==> config.mk <==
export PLATFORM = sky130hd
export DESIGN_NAME = rgb_video_capture
export DESIGN_NICKNAME = d
export VERILOG_FILES = /design/src/rtl/rgb_video_capture.sv
export SDC_FILE = /design/constraint.sdc
export NUM_CORES = 1
export LEC_CHECK = 0
export BUFFER_PORTS_ARGS = -buffer_cell sky130_fd_sc_hd__buf_4
export CORE_UTILIZATION = 45
export CTS_CLUSTER_DIAMETER = 30
export DETAILED_ROUTE_END_ITERATION = 8
export GPL_TIMING_DRIVEN = 0
export SLEW_MARGIN = 20
export SYNTH_ARGS = -nofsm -noshare
export SYNTH_HDL_FRONTEND = slang
export SYNTH_SLANG_ARGS = --single-unit
export TNS_END_PERCENT = 1
==> constraint.sdc <==
create_clock -name sys_clk -period 3.8 [get_ports sys_clk]
set_input_delay 0.19 -clock sys_clk [delete_from_list [all_inputs] [get_ports sys_clk]]
set_output_delay 0.19 -clock sys_clk [all_outputs]
set_load 0.03 [all_outputs]
==> src/rtl/rgb_video_capture.sv <==
// RGB565 video capture: frames the stream on vertical sync, packs pixel pairs into
// 32-bit words through a first-word-fall-through FIFO, and measures active width/height.
module rgb_video_capture #(
  parameter bit VS_POL     = 1'b1,
  parameter int FIFO_DEPTH = 16
) (
  input  logic        sys_clk,
  input  logic        sys_rst,
  input  logic        capture_en,
  input  logic        ovf_clr,
  input  logic        vid_vs,
  input  logic        vid_hs,
  input  logic        vid_de,
  input  logic [15:0] vid_rgb,
  output logic [31:0] wr_data,
  output logic        wr_valid,
  input  logic        wr_ready,
  output logic        frame_start,
  output logic        frame_done,
  output logic [10:0] h_meas,
  output logic [10:0] v_meas,
  output logic        meas_valid,
  output logic        overflow
);

  localparam int AW = $clog2(FIFO_DEPTH);
  localparam int CW = AW + 1;

  typedef enum logic [1:0] {
    ST_IDLE    = 2'd0,
    ST_WAIT_VS = 2'd1,
    ST_FRAME   = 2'd2
  } state_t;

  function automatic logic [10:0] sat_inc(input logic [10:0] v);
    sat_inc = (v == 11'h7FF) ? v : v + 11'd1;
  endfunction

  state_t      state_r, state_n;
  logic        vs_q_r, vs_qq_r, hs_q_r, hs_qq_r, de_q_r, de_qq_r;
  logic [15:0] rgb_q_r;
  logic        vs_edge_s, de_fall_s, pack_en_s;
  logic        frame_start_s, frame_done_s;
  logic        phase_r, pair_vld_r;
  logic [15:0] low_r;
  logic [31:0] pair_r;
  logic        push_s, pop_s, full_s, wr_en_s, drop_s;
  logic [31:0] push_data_s;
  logic [10:0] px_cnt_r, line_cnt_r, h_cap_r;
  logic [31:0] mem_r [FIFO_DEPTH];
  logic [AW-1:0] wr_ptr_r, rd_ptr_r;
  logic [CW-1:0] count_r, count_n;

  // input capture and edge-detect pipeline
  always_ff @(posedge sys_clk) begin
    if (sys_rst) begin
      vs_q_r  <= ~VS_POL;
      vs_qq_r <= ~VS_POL;
      hs_q_r  <= 1'b0;
      hs_qq_r <= 1'b0;
      de_q_r  <= 1'b0;
      de_qq_r <= 1'b0;
      rgb_q_r <= 16'h0000;
    end else begin
      vs_q_r  <= vid_vs;
      vs_qq_r <= vs_q_r;
      hs_q_r  <= vid_hs;
      hs_qq_r <= hs_q_r;
      de_q_r  <= vid_de;
      de_qq_r <= de_q_r;
      rgb_q_r <= vid_rgb;
    end
  end

  assign vs_edge_s = (vs_q_r == VS_POL) && (vs_qq_r != VS_POL);
  assign de_fall_s = !de_q_r && de_qq_r;
  // The cycle that sees the frame edge belongs to neither frame.
  assign pack_en_s = (state_r == ST_FRAME) && !vs_edge_s;

  // FSM state register
  always_ff @(posedge sys_clk) begin
    if (sys_rst) begin
      state_r <= ST_IDLE;
    end else begin
      state_r <= state_n;
    end
  end

  // FSM next-state and frame pulse decode
  always_comb begin
    state_n       = state_r;
    frame_start_s = 1'b0;
    frame_done_s  = 1'b0;
    case (state_r)
      ST_IDLE: begin
        if (capture_en) state_n = ST_WAIT_VS;
        else            state_n = ST_IDLE;
      end
      ST_WAIT_VS: begin
        if (vs_edge_s) begin
          state_n       = ST_FRAME;
          frame_start_s = 1'b1;
        end else begin
          state_n = ST_WAIT_VS;
        end
      end
      ST_FRAME: begin
        if (vs_edge_s) begin
          frame_done_s = 1'b1;
          if (capture_en) begin
            state_n       = ST_FRAME;
            frame_start_s = 1'b1;
          end else begin
            state_n = ST_IDLE;
          end
        end else begin
          state_n = ST_FRAME;
        end
      end
      default: state_n = ST_IDLE;
    endcase
  end

  // registered frame pulses
  always_ff @(posedge sys_clk) begin
    if (sys_rst) begin
      frame_start <= 1'b0;
      frame_done  <= 1'b0;
    end else begin
      frame_start <= frame_start_s;
      frame_done  <= frame_done_s;
    end
  end

  // pixel pair packing; completed pairs are staged one cycle so that full pairs and
  // odd-line tails reach the FIFO with the same latency
  always_ff @(posedge sys_clk) begin
    if (sys_rst) begin
      phase_r    <= 1'b0;
      low_r      <= 16'h0000;
      pair_r     <= 32'h0000_0000;
      pair_vld_r <= 1'b0;
    end else begin
      pair_vld_r <= 1'b0;
      if (!pack_en_s) begin
        phase_r <= 1'b0;
      end else if (de_q_r) begin
        if (phase_r) begin
          pair_r     <= {rgb_q_r, low_r};
          pair_vld_r <= 1'b1;
          phase_r    <= 1'b0;
        end else begin
          low_r   <= rgb_q_r;
          phase_r <= 1'b1;
        end
      end else if (de_fall_s) begin
        phase_r <= 1'b0;
      end else begin
        phase_r <= phase_r;
      end
    end
  end

  // A staged pair and an odd-line tail can never coincide: the tail needs phase=1 at
  // de_fall, and the pixel that staged a pair left phase at 0.
  assign push_s      = pair_vld_r || (pack_en_s && de_fall_s && phase_r);
  assign push_data_s = pair_vld_r ? pair_r : {16'h0000, low_r};

  // width/height measurement
  always_ff @(posedge sys_clk) begin
    if (sys_rst) begin
      px_cnt_r   <= 11'd0;
      line_cnt_r <= 11'd0;
      h_cap_r    <= 11'd0;
      h_meas     <= 11'd0;
      v_meas     <= 11'd0;
      meas_valid <= 1'b0;
    end else if ((state_r == ST_FRAME) && vs_edge_s) begin
      h_meas     <= h_cap_r;
      v_meas     <= line_cnt_r;
      meas_valid <= 1'b1;
      px_cnt_r   <= 11'd0;
      line_cnt_r <= 11'd0;
      h_cap_r    <= 11'd0;
    end else if (state_r != ST_FRAME) begin
      px_cnt_r   <= 11'd0;
      line_cnt_r <= 11'd0;
      h_cap_r    <= 11'd0;
    end else if (de_q_r) begin
      px_cnt_r <= sat_inc(px_cnt_r);
    end else if (de_fall_s) begin
      if (line_cnt_r == 11'd0) h_cap_r <= px_cnt_r;
      px_cnt_r   <= 11'd0;
      line_cnt_r <= sat_inc(line_cnt_r);
    end else if (hs_q_r != hs_qq_r) begin
      px_cnt_r <= 11'd0;
    end else begin
      px_cnt_r <= px_cnt_r;
    end
  end

  assign pop_s   = wr_valid && wr_ready;
  assign full_s  = (count_r == CW'(FIFO_DEPTH));
  assign wr_en_s = push_s && (!full_s || pop_s);
  assign drop_s  = push_s && full_s && !pop_s;
  assign wr_data = mem_r[rd_ptr_r];

  // FIFO occupancy next value
  always_comb begin
    count_n = count_r;
    case ({wr_en_s, pop_s})
      2'b10:   count_n = count_r + CW'(1);
      2'b01:   count_n = count_r - CW'(1);
      default: count_n = count_r;
    endcase
  end

  // FIFO storage, pointers and overflow flag
  always_ff @(posedge sys_clk) begin
    if (sys_rst) begin
      for (int i = 0; i < FIFO_DEPTH; i++) mem_r[i] <= 32'h0000_0000;
      wr_ptr_r <= {AW{1'b0}};
      rd_ptr_r <= {AW{1'b0}};
      count_r  <= {CW{1'b0}};
      wr_valid <= 1'b0;
      overflow <= 1'b0;
    end else begin
      if (wr_en_s) begin
        mem_r[wr_ptr_r] <= push_data_s;
        wr_ptr_r        <= wr_ptr_r + AW'(1);
      end
      if (pop_s) rd_ptr_r <= rd_ptr_r + AW'(1);
      count_r  <= count_n;
      wr_valid <= (count_n != {CW{1'b0}});
      if (drop_s)       overflow <= 1'b1;
      else if (ovf_clr) overflow <= 1'b0;
      else              overflow <= overflow;
    end
  end

endmodule

# After elaboration in Yosys (flattened, before gate mapping)
# Memories as Yosys holds them, arrays and structs flattened. A register that Yosys moved wholly into a read port is not among the register bits.
# Cells that the tools add are included.
dict set report op_classes {
  addsub 6
  n_eq_ne 10
  n_mux 31
  bitwise_logic 6
  n_reduce_logical 32
}
# operator count
set ops {}
lappend ops {{two-way mux 32 bit} 2}
lappend ops {{two-way mux 11 bit} 4}
lappend ops {{OR reduction 32 bit} 1}
lappend ops {{adder 11 x 1 -> 11 bit (second input constant)} 2}
lappend ops {{== test 11 bit (second input constant)} 2}
lappend ops {{two-way mux 1 bit} 16}
lappend ops {{two-way mux 4 bit} 3}
lappend ops {{AND reduction 3 bit} 4}
lappend ops {{logical NOT 11 bit} 1}
lappend ops {{logical AND 1 bit} 10}
lappend ops {{case mux 5 bit (2 select lines)} 1}
lappend ops {{adder 4 x 1 -> 4 bit (second input constant)} 2}
lappend ops {{two-way mux 2 bit} 3}
lappend ops {{NOT 1 bit} 6}
lappend ops {{case mux 2 bit (3 select lines)} 1}
lappend ops {{OR reduction 3 bit} 2}
lappend ops {{adder 5 x 1 -> 5 bit (second input constant)} 1}
lappend ops {{== test 5 bit (second input constant)} 1}
lappend ops {{nonzero test 5 bit} 1}
lappend ops {{subtractor 5 x 1 -> 5 bit (second input constant)} 1}
lappend ops {{== test 2 x 1 -> 1 bit (second input constant)} 2}
lappend ops {{== test 2 bit (second input constant)} 2}
lappend ops {{logical NOT 1 bit} 4}
lappend ops {{!= test 2 bit (second input constant)} 2}
lappend ops {{other kinds (8)} 11}
dict set report totals {
  register_bits 147
  ramBits 512
  input_bits 24
  out_inout_bits 59
  elab_cells 111
  memories 1
}
# name depth word_bits rd rd_clocked_by_memory_dff write_ports line_no
set mem_list {}
lappend mem_list {mem_r 16 32 1 1 16 50} ;# logic [31:0] mem_r [FIFO_DEPTH];

# Depth between registers and ports, before layout
dict set report logic_depth {
  depth_word 13
  depth_mapped 10
  ltp_nobuf 9
}

# Worst setup path before layout
# OpenSTA, ideal clock, no wires.
dict set report synth_timing {
  kind {flip-flop to flip-flop}
  start {register state_r[0]}
  end {register wr_valid}
  setup_ps 142
  t_arrival_ps 2545
  t_required_ps 3658
  slack_ps 1113
  stages_incl_launch_ff 11
  n_path_buf 1
  period_less_slack_ps 2687
  path_cell_list {dfxtp_1 inv_1 ha_1 clkbuf_1 a311oi_2 ha_1 a21o_1 a21oi_1 nor4_1 a2111oi_0 a21oi_1}
}
dict set report synth_between {
  elab_chain_cells 9
  word_cells_on_any_way 10
  classes_between {3 x eq/ne; 1 x mux; 6 x reduce/logical}
}
# item line_no
set synth_rtl {}
lappend synth_rtl {{start: declaration} 39} ;# state_t state_r, state_n;
lappend synth_rtl {{start signal: assignment} 85} ;# state_r <= state_n;
lappend synth_rtl {{== test 2 bit (*)} 78} ;# assign pack_en_s = (state_r == ST_FRAME) && !vs_edge_s;
lappend synth_rtl {{logical AND 1 bit (*)} 78}
lappend synth_rtl {{logical AND 1 bit (*) (2 in a row)} 166} ;# assign push_s = pair_vld_r || (pack_en_s && de_fall_s && phase_r);
lappend synth_rtl {{logical OR 1 bit (*)} 166}
lappend synth_rtl {{logical AND 1 bit (*)} 204} ;# assign wr_en_s = push_s && (!full_s || pop_s);
lappend synth_rtl {{== test 2 x 1 -> 1 bit or == test 2 bit (tied branches)} 211} ;# case ({wr_en_s, pop_s})
lappend synth_rtl {{case mux 5 bit (2 select lines) (*)} 211}
lappend synth_rtl {{nonzero test 5 bit (*)} 234} ;# wr_valid <= (count_n != {CW{1'b0}});
lappend synth_rtl {{end signal: assignment} 234}
lappend synth_rtl {{end: declaration} 16} ;# output logic wr_valid,
# Mark *: on every way between the ends. The rest lies on a longest branch, timed or not.
# A chain may end at the register's enable or synchronous reset.

==> flow_summary.yaml <==
floorplan:
  row_count: 91
  core_area_um2: 61710
  die_area_um2: 63400
  die_h_um: 251.8
  initial_core_util_pct: 45.50
  die_width_um: 251.8
  num_io_pins: 83
synthesis:
  synth.avg_cell_area_um2: 13.16
  ys.flop_type: "edfxtp_1"
  synth-async-reset-ratio_pct: 0
  yosysMostFrequentCell: "nor2_1"
  synth_nets: 2173
  yosys_warnings: 0
  synth_seq_area_share_pct: 65.52
  ys_types: 50
  ys_ff_latch: 663
  syn-cell-area_um2: 28080
  synth_edf_count: 512
  netlist_instances: 2133
  synth.top_cell.area_share_pct: 54.76
  synth_area_leader_cell: "edfxtp_1"
  synth_area_leaders: "edfxtp_1 55%, mux4_2 13%, dfxtp_1 11%"
  yosys-top-cells-count: "568 x nor2_1, 512 x edfxtp_1, 221 x nand2_1, 160 x mux4_2, 151 x dfxtp_1"
hold_path:
  hold_start: "sys_rst"
  worstHoldEndpoint: "rgb_q_r[3]$_SDFF_PP0_"
  whs_path_depth: 3
  hold_path.class: "in2reg"
critical_path:
  worst-r2r-setup-slack_ns: 0.56
  r2r_cells: 7
  worstSetupStartpointType: "flip-flop"
  cp_slowest_cell: "clkdlybuf4s15_1"
  slowest_delay_ns: 0.74
  r2r-end: "mem_r[6][14]$_SDFFCE_PN0P_"
  path_max_fanout: 10
  critPathBufInv: 3
  critPathArrivalTime_ns: 3.64
  cp.required_ns: 3.61
  path_cells: "clkdlybuf4s15_1, clkbuf_1, mux4_2, mux4_2, buf_4"
  crit_type: "reg2out"
  path_common_cell: "mux4_2"
  critPathTopFamily: "buffers and inverters"
  worstReg2RegStart: "state_r[0]$_SDFF_PP0_"
  end_kind: "output pin"
timing:
  setup_ws_ns: -0.03332
  worst_slew_pin_slew_ns: 1.047
  tns_ns: -0.05116
  clock.fmax_mhz: 260.9
  rsz0062_at_grt: "yes"
  post-route-period-util_pct: 100.9
  hold_viol_final: 0
  skew_ns: 0.02700
  maxSlewViolCount: 0
  max_slew_margin_pct: 30.17
  period_needed_ns: 3.833
  setup_viol_count_final: 4
grt:
  grt_pass1_vias: 19720
  grt_start_max_net_pins: 33
  antenna_found_initial: 0
  grt_pass1_wl_um: 130200
  grt_overflow: 0
  grt_usage_pct: 29.13
clock_tree:
  clkLatencyLatePin_ns: 0.72
  cts_setup_buffers: 0
  clock_sinks: 663
  numCtsBuffers: 136
  clock_path_buffers: 3
  cts.reportedPaths.clkPinSlew_ns: 0.05
  cts_max_level: 4
  cts_tree: "built"
  root_buffer: "clkbuf_16"
drt:
  wl_um: 90640
  firstDrtPassIters: 5
  viasPerCell: 5.874
  via_count: 19500
  drc_errors: 0
  dr.first_iter.drc_count: 2361
  detail-route-antenna-nets: 0
  drt-wirelength-per-cell_um: 27.31
power_and_ir_drop:
  fin_total_pwr_mw: 21.21
  power_leakage_nw: 11.37
  max-vdd-ir-drop_uv: 452.6
  p_per_area_nw_per_um2: 611.2
final_layout:
  drive_gt1_share_pct: 23.09
  fin_nets: 2414
  nFillCells: 5094
  final_util_pct: 56.24
  area_growth_pct: 23.61
  n_antenna_cell: 0
placement:
  hpwl_um: 54370
  io_buffers: 81
  gp_congestion: 0.8557
outcome:
  violations: "negative setup slack"
  outcome: "complete, but fails checks"
job:
  cap_violations: 0
layout by cell type, fill, tap and decap left out, types with 74 or more instances in the layout:
| master | count |
|---|---|
| a21oi_1 | 85 |
| nor2_1 | 568 |
| mux4_2 | 160 |
| edfxtp_1 | 512 |
| clkbuf_1 | 87 |
| nand3_1 | 74 |
| clkbuf_16 | 137 |
| dfxtp_1 | 151 |
| nand2_1 | 221 |
| buf_4 | 81 |
power breakdown:
group	total [mW]	internal (mW)	switching [mW]
combinational	1.18	0.504	0.674
clock	11.9	7.92	3.96
sequential	8.16	8.07	0.0893
state kept, by name, indices dropped and copies added (netlist names), 2 cells and up, named ones only:
signal	count
count_r	5
h_cap_r	11
h_meas	11
line_cnt_r	11
low_r	16
mem_r	512
pair_r	32
px_cnt_r	11
rd_ptr_r	4
rgb_q_r	16
state_r	2
v_meas	11
wr_ptr_r	4
worst max path at each step:
stage | end | cells after the start
after floorplan | wr_valid$_SDFF_PP0_ | 10
after global placement | mem_r[14][14]$_SDFFCE_PN0P_ | 8
after detailed placement | mem_r[6][14]$_SDFFCE_PN0P_ | 7
after CTS | wr_data[3] | 5
after global routing | wr_data[16] | 5
final | wr_data[16] | 5
stage by stage:
stage	std cells	instance area (um^2)	worst slack (ns)	hold WS [ns]
final	3319	34710	-0.03332	0.1719
after global routing	3319	34710	-0.06479	0.2007
after CTS	3319	34700	0.001017	0.1359
after detailed placement	3051	29860	0.5735	0.4052
after global placement	3051	29730	-0.1656	0.4083
after floorplan	2133	28080	1.113	0.3182
logic make-up after synthesis:
kind of cell,after synthesis,synth area share (%)
and+or+nand+nor,946,13.84
DFF,663,65.52
muxes,192,14.05
buffers and inverters,171,2.598
AOI/OAI and AO/OA,122,2.540
xor gates and xnor gates,23,0.7174
adders and majority gates,16,0.7397
final cells by class:
class | instances | area, um^2 | share of cell area, %
Clock inverter | 83 | 997.2 | 2.873
Buffer | 158 | 711.9 | 2.051
Clock buffer | 163 | 3606 | 10.39
Multi-Input combinational cell | 1299 | 9071 | 26.14
Tap cell | 837 | 1047 | 3.017
Sequential cell | 663 | 18400 | 53.01
Timing Repair Buffer | 103 | 828.3 | 2.386
Inverter | 13 | 48.80 | 0.1406
layer usage:
| layer | share of wire (%) | vias to the layer above | wire length [um] | GRT usage (%) |
|---|---|---|---|---|
| met2 | 48 | 1262 | 43940 | 47.29 |
| met3 | 11 | 228 | 10040 | 7.965 |
| met4 | 3.3 | 0 | 3000 | 11.72 |
| met5 | 0 | - | 0 | 0 |
| li1 | - | 8235 | - | - |
| met1 | 37 | 9772 | 33670 | 37.08 |
worst min-delay path: cells and delay by family:
| kind | cells | cell delay, ns |
|---|---|---|
| simple gates | 1 | 0.14 |
| buf+inv | 2 | 0.51 |
timing repair:
action,in CTS,in global routing
hold buffers,22,0
endpoints found under the setup margin,32,20
hold endpoints to repair,25,0
resized for setup,12,4
Note: power is estimated with default switching activity, not from simulation.
